## src/rtl/control_sequencer.sv

```systemverilog
// rtl/control_sequencer.sv - hardwired fetch/decode/execute controller for the ALUSystem datapath
// Three clocks per instruction; control outputs are decoded from the state register and IROut.
module control_sequencer #(
  parameter bit INIT_CLEAR = 1'b1
) (
  input  logic        clock,
  input  logic        reset,
  input  logic [15:0] IROut,
  input  logic [3:0]  ALUOutFlag,
  output logic [1:0]  RF_OutASel,
  output logic [1:0]  RF_OutBSel,
  output logic [1:0]  RF_FunSel,
  output logic [3:0]  RF_RegSel,
  output logic [3:0]  ALU_FunSel,
  output logic [1:0]  ARF_OutCSel,
  output logic [1:0]  ARF_OutDSel,
  output logic [1:0]  ARF_FunSel,
  output logic [2:0]  ARF_RegSel,
  output logic        IR_LH,
  output logic        IR_Enable,
  output logic [1:0]  IR_Funsel,
  output logic        Mem_WR,
  output logic        Mem_CS,
  output logic [1:0]  MuxASel,
  output logic [1:0]  MuxBSel,
  output logic        MuxCSel,
  output logic        halted,
  output logic [2:0]  state
);

  typedef enum logic [2:0] {
    S_INIT    = 3'd0,
    S_FETCH_L = 3'd1,
    S_FETCH_H = 3'd2,
    S_EXEC    = 3'd3,
    S_HALT    = 3'd4
  } state_t;

  state_t     r_state;
  logic       r_z;
  logic [3:0] w_op;
  logic [1:0] w_rd;
  logic [1:0] w_ra;
  logic [1:0] w_rb;
  logic [3:0] w_rd_en;
  logic       w_unused;

  assign w_op     = IROut[15:12];
  assign w_rd     = IROut[11:10];
  assign w_ra     = IROut[9:8];
  assign w_rb     = IROut[7:6];
  // Register code 00 selects R1, which sits in the MSB of the active-low enable
  assign w_rd_en  = ~(4'b1000 >> w_rd);
  assign w_unused = ^{IROut[5:0], ALUOutFlag[2:0]};
  assign state    = r_state;

  always_ff @(posedge clock or negedge reset) begin
    if (!reset) begin
      r_state <= S_INIT;
      r_z     <= 1'b0;
    end else begin
      case (r_state)
        S_INIT:    r_state <= S_FETCH_L;
        S_FETCH_L: r_state <= S_FETCH_H;
        S_FETCH_H: r_state <= S_EXEC;
        S_EXEC: begin
          if (w_op <= 4'h3) r_z <= ALUOutFlag[3];
          r_state <= (w_op == 4'hF) ? S_HALT : S_FETCH_L;
        end
        S_HALT:    r_state <= S_HALT;
        default:   r_state <= S_INIT;
      endcase
    end
  end

  always_comb begin
    RF_OutASel  = 2'b00;
    RF_OutBSel  = 2'b00;
    RF_FunSel   = 2'b00;
    RF_RegSel   = 4'b1111;
    ALU_FunSel  = 4'b0000;
    ARF_OutCSel = 2'b00;
    ARF_OutDSel = 2'b00;
    ARF_FunSel  = 2'b00;
    ARF_RegSel  = 3'b111;
    IR_LH       = 1'b0;
    IR_Enable   = 1'b0;
    IR_Funsel   = 2'b00;
    Mem_WR      = 1'b0;
    Mem_CS      = 1'b1;
    MuxASel     = 2'b00;
    MuxBSel     = 2'b00;
    MuxCSel     = 1'b0;
    halted      = 1'b0;
    case (r_state)
      S_INIT: begin
        if (INIT_CLEAR) begin
          RF_RegSel  = 4'b0000;
          RF_FunSel  = 2'b11;
          ARF_RegSel = 3'b000;
          ARF_FunSel = 2'b11;
        end
      end
      S_FETCH_L, S_FETCH_H: begin
        Mem_CS     = 1'b0;
        IR_Enable  = 1'b1;
        IR_LH      = (r_state == S_FETCH_H);
        IR_Funsel  = 2'b10;
        ARF_RegSel = 3'b011;
        ARF_FunSel = 2'b01;
      end
      S_EXEC: begin
        case (w_op)
          4'h0, 4'h1, 4'h2, 4'h3: begin
            RF_OutASel = w_ra;
            RF_OutBSel = w_rb;
            case (w_op)
              4'h0:    ALU_FunSel = 4'b0100;
              4'h1:    ALU_FunSel = 4'b0101;
              4'h2:    ALU_FunSel = 4'b0111;
              default: ALU_FunSel = 4'b1000;
            endcase
            RF_FunSel = 2'b10;
            RF_RegSel = w_rd_en;
          end
          4'h4: begin
            MuxASel   = 2'b10;
            RF_FunSel = 2'b10;
            RF_RegSel = w_rd_en;
          end
          4'h5: begin
            Mem_CS      = 1'b0;
            ARF_OutDSel = 2'b10;
            MuxASel     = 2'b01;
            RF_FunSel   = 2'b10;
            RF_RegSel   = w_rd_en;
          end
          4'h6: begin
            MuxBSel    = 2'b10;
            ARF_FunSel = 2'b10;
            ARF_RegSel = 3'b101;
          end
          4'h7: begin
            RF_OutASel  = w_rd;
            ARF_OutDSel = 2'b10;
            Mem_CS      = 1'b0;
            Mem_WR      = 1'b1;
          end
          4'h8, 4'h9: begin
            if (w_op == 4'h8 || r_z) begin
              MuxBSel    = 2'b10;
              ARF_FunSel = 2'b10;
              ARF_RegSel = 3'b011;
            end
          end
          default: ;
        endcase
      end
      S_HALT:  halted = 1'b1;
      default: ;
    endcase
  end

endmodule

```

## config.mk

```make
export PLATFORM = sky130hd
export DESIGN_NAME = control_sequencer
export DESIGN_NICKNAME = d
export VERILOG_FILES = /design/src/rtl/control_sequencer.sv
export SDC_FILE = /design/constraint.sdc
export NUM_CORES = 1
export LEC_CHECK = 0
export ABC_CLOCK_PERIOD_IN_PS = 1950
export BUFFER_PORTS_ARGS = -buffer_cell sky130_fd_sc_hd__buf_2
export CELL_PAD_IN_SITES_DETAIL_PLACEMENT = 1
export CELL_PAD_IN_SITES_GLOBAL_PLACEMENT = 2
export CORE_UTILIZATION = 16
export DETAILED_ROUTE_END_ITERATION = 10
export PLACE_DENSITY = 0.83
export RECOVER_POWER = 25
export SLEW_MARGIN = 40
export SYNTH_ARGS = -nofsm -noshare
export SYNTH_HDL_FRONTEND = slang
export SYNTH_SLANG_ARGS = --single-unit
```

## constraint.sdc

```tcl
create_clock -name clock -period 1.95 [get_ports clock]
set_input_delay 0 -clock clock [delete_from_list [all_inputs] [get_ports clock]]
set_output_delay 0 -clock clock [all_outputs]
set_load 0.05 [all_outputs]
```

==> metrics.cfg <==
[run_status]
status=finished clean

[floorplan]
ioPinCount=60
std_cell_rows=20
core_region_area_um2=3078
die-area_um2=3525
start_util_pct=17.11
die_y_um=59.38
die_x_um=59.38

[sta]
finalCritPeriodShare_pct=91.92
setup_viol=0
whs_ps=121.0
clock.fmax_mhz=557.9
fin_tns_setup_ps=0
fin_crit_ps=1792
clock_skew_ps=2.135
tightest_slew_ps=595.9
relSlewSlack_pct=60.44
rsz0062_at_grt=false
slew_viol_final=0
hold_viol=0

[critical_path]
cp_data_arrival_time_ps=1790
ff2ff_path_depth=3
crit_fanout=10
worstPathRequired_ps=1950
crit_type=register to output port
start_kind=register
setup.worst_path.end_class=output port

[cts]
cts_buffers=3
cts_tree=built
clkSlewWorstSetupHoldPaths_ps=30
cts_root_buf=clkbuf_4
htreeDepth=1
cts_max_path_buffers=2
clock-sinks=4
clkLatencyLatePin_ps=230

[routing]
dr.pass1.iters=2
dr.first_iter.drc_count=11
wl_um=1748
ant_nets=0
wl_per_cell_um=11.28
vias=648
drt-vias-per-instance=4.181
drc=0

[synth]
async_flop_share_pct=100.0
ys_seq_area_share_pct=19.00
synth.cell_area_um2=526.8
synth_edf_count=0
synth_flop_cell=dfrtp_1
synth-seq-cells=4
yosysTopAreaCell=dfrtp_1
synthCells=67
yosysUniqueCellTypes=31
yosysWarningCount=0
syn_area_per_cell_um2=7.862
yosys-top-cells-area=dfrtp_1, buf_4, a31oi_1
synth_top_area_share_pct=19.00

[global_routing]
grt_max_degree=11
grt-ovfl-total=0
grt_pass1_vias=565
antenna_found_initial=0
grtUsageTotal_pct=9.859
grt_pass1_wl_um=2608

[placement]
place_congestion=0.7919
numPortBuffers=44
dp_hpwl_um=1473

[finish]
drive_gt1_share_pct=51.35
syn2layout_area_growth_pct=53.92
nets=135
antenna_cells=0

[pwr]
p_leak_nw=0.4053
powerDensity_nw_per_um2=2124
ir_drop_mv=0.7000

[worst_hold_path]
hp-class=input port to async pin

[job]
cap_violations=0

-- path summary, 6_finish.rpt --
| path | from | to | slack, ps |
|---|---|---|---|
| worst min register to register | r_z | r_z | 510 |
| worst max register to register | state[0] | r_z | 350 |
| min in group clock | IROut[15] | state[2] | 150 |
| worst min-delay path | reset | state[0] | 120 |
| max in group asynchronous | reset | r_z | 1650 |
| worst max-delay path | state[0] | RF_OutASel[0] | 160 |
-- cells in the final DEF, fill, tap and decap left out, types with 2 or more instances in the layout --
cell type	n
nor3_1	2
and2_1	3
a21oi_1	2
clkbuf_1	3
dlygate4sd3_1	2
buf_2	41
inv_1	4
dfrtp_1	4
nand2b_1	2
a31oi_1	5
nand2_1	3
conb_1	6
nor2_1	7
a21oi_2	2
a32o_1	2
clkbuf_4	3
-- Yosys cell counts, types with 2 or more instances --
cell      number
nand2_1        3
nor3_2         2
and2_1         3
nor3b_1        2
nor2_1         8
a21oi_1        4
a31oi_1        5
dfrtp_1        4
nand2b_1       2
buf_2          2
a32o_1         2
nor3_1         2
buf_4          7
inv_1          4
-- power breakdown --
part / switching, mW / internal (mW) / total, mW
clock network: 0.0289 / 0.0685 / 0.0973
registers: 0.0883 / 0.116 / 0.205
logic: 1.11 / 0.315 / 1.42
total: 1.22 / 0.500 / 1.72
-- state kept, by name, indices dropped and copies added (netlist names) --
register	flops
r_z	1
state	3
-- critical path, stage by stage (launching register included) --
cell,delay [ps]
dfrtp_1,610
nand3b_4,160
nor3_2,340
a32o_1,190
buf_2,260
-- layer usage --
layer  up-vias  global-route usage [%]  routed length (um)
li1        316                       -                   -
met1       307                   12.35                 748
met2        25                   16.53                 884
met3         0                   2.402                 115
met4         0                   3.061                   0
met5         -                       0                   0
-- logic make-up after synthesis --
kind of cell,synth area share [%]
flops,19.00
simple gates,34.44
compound gates,24.47
other cells,0.7119
mux,2.138
buf+inv,17.58
xor+xnor,1.663
-- per-stage QoR --
| stage | instance area (um2) | instances | power [mW] | setup slack (ps) | utilization (%) |
|---|---|---|---|---|---|
| after floorplan | 566.8 | 72 | 1.395 | -393.1 | - |
| after global placement | 772.0 | 150 | 1.624 | 381.3 | 25.08 |
| after detailed placement | 772.0 | 150 | 1.638 | 334.5 | 25.08 |
| after CTS | 814.5 | 155 | 1.747 | 119.1 | 26.46 |
| after global routing | 810.8 | 155 | 1.816 | 1.136 | 26.34 |
| final | 810.8 | 155 | 1.722 | 157.5 | 26.34 |
-- cell type report --
cell class	count	area [um2]
Fill cell	391	2267
Clock buffer	3	22.52
Tap cell	44	55.05
Inverter	4	15.01
Multi-Input combinational cell	53	374.1
Timing Repair Buffer	47	244.0
Sequential cell	4	100.1
-- repair_timing --
item,in CTS,in global routing
hold endpoints to repair,5,0
buffers inserted,0,0
hold buffers,2,0
resized for setup,0,0
No activity file was read; power rests on OpenSTA's default activity.
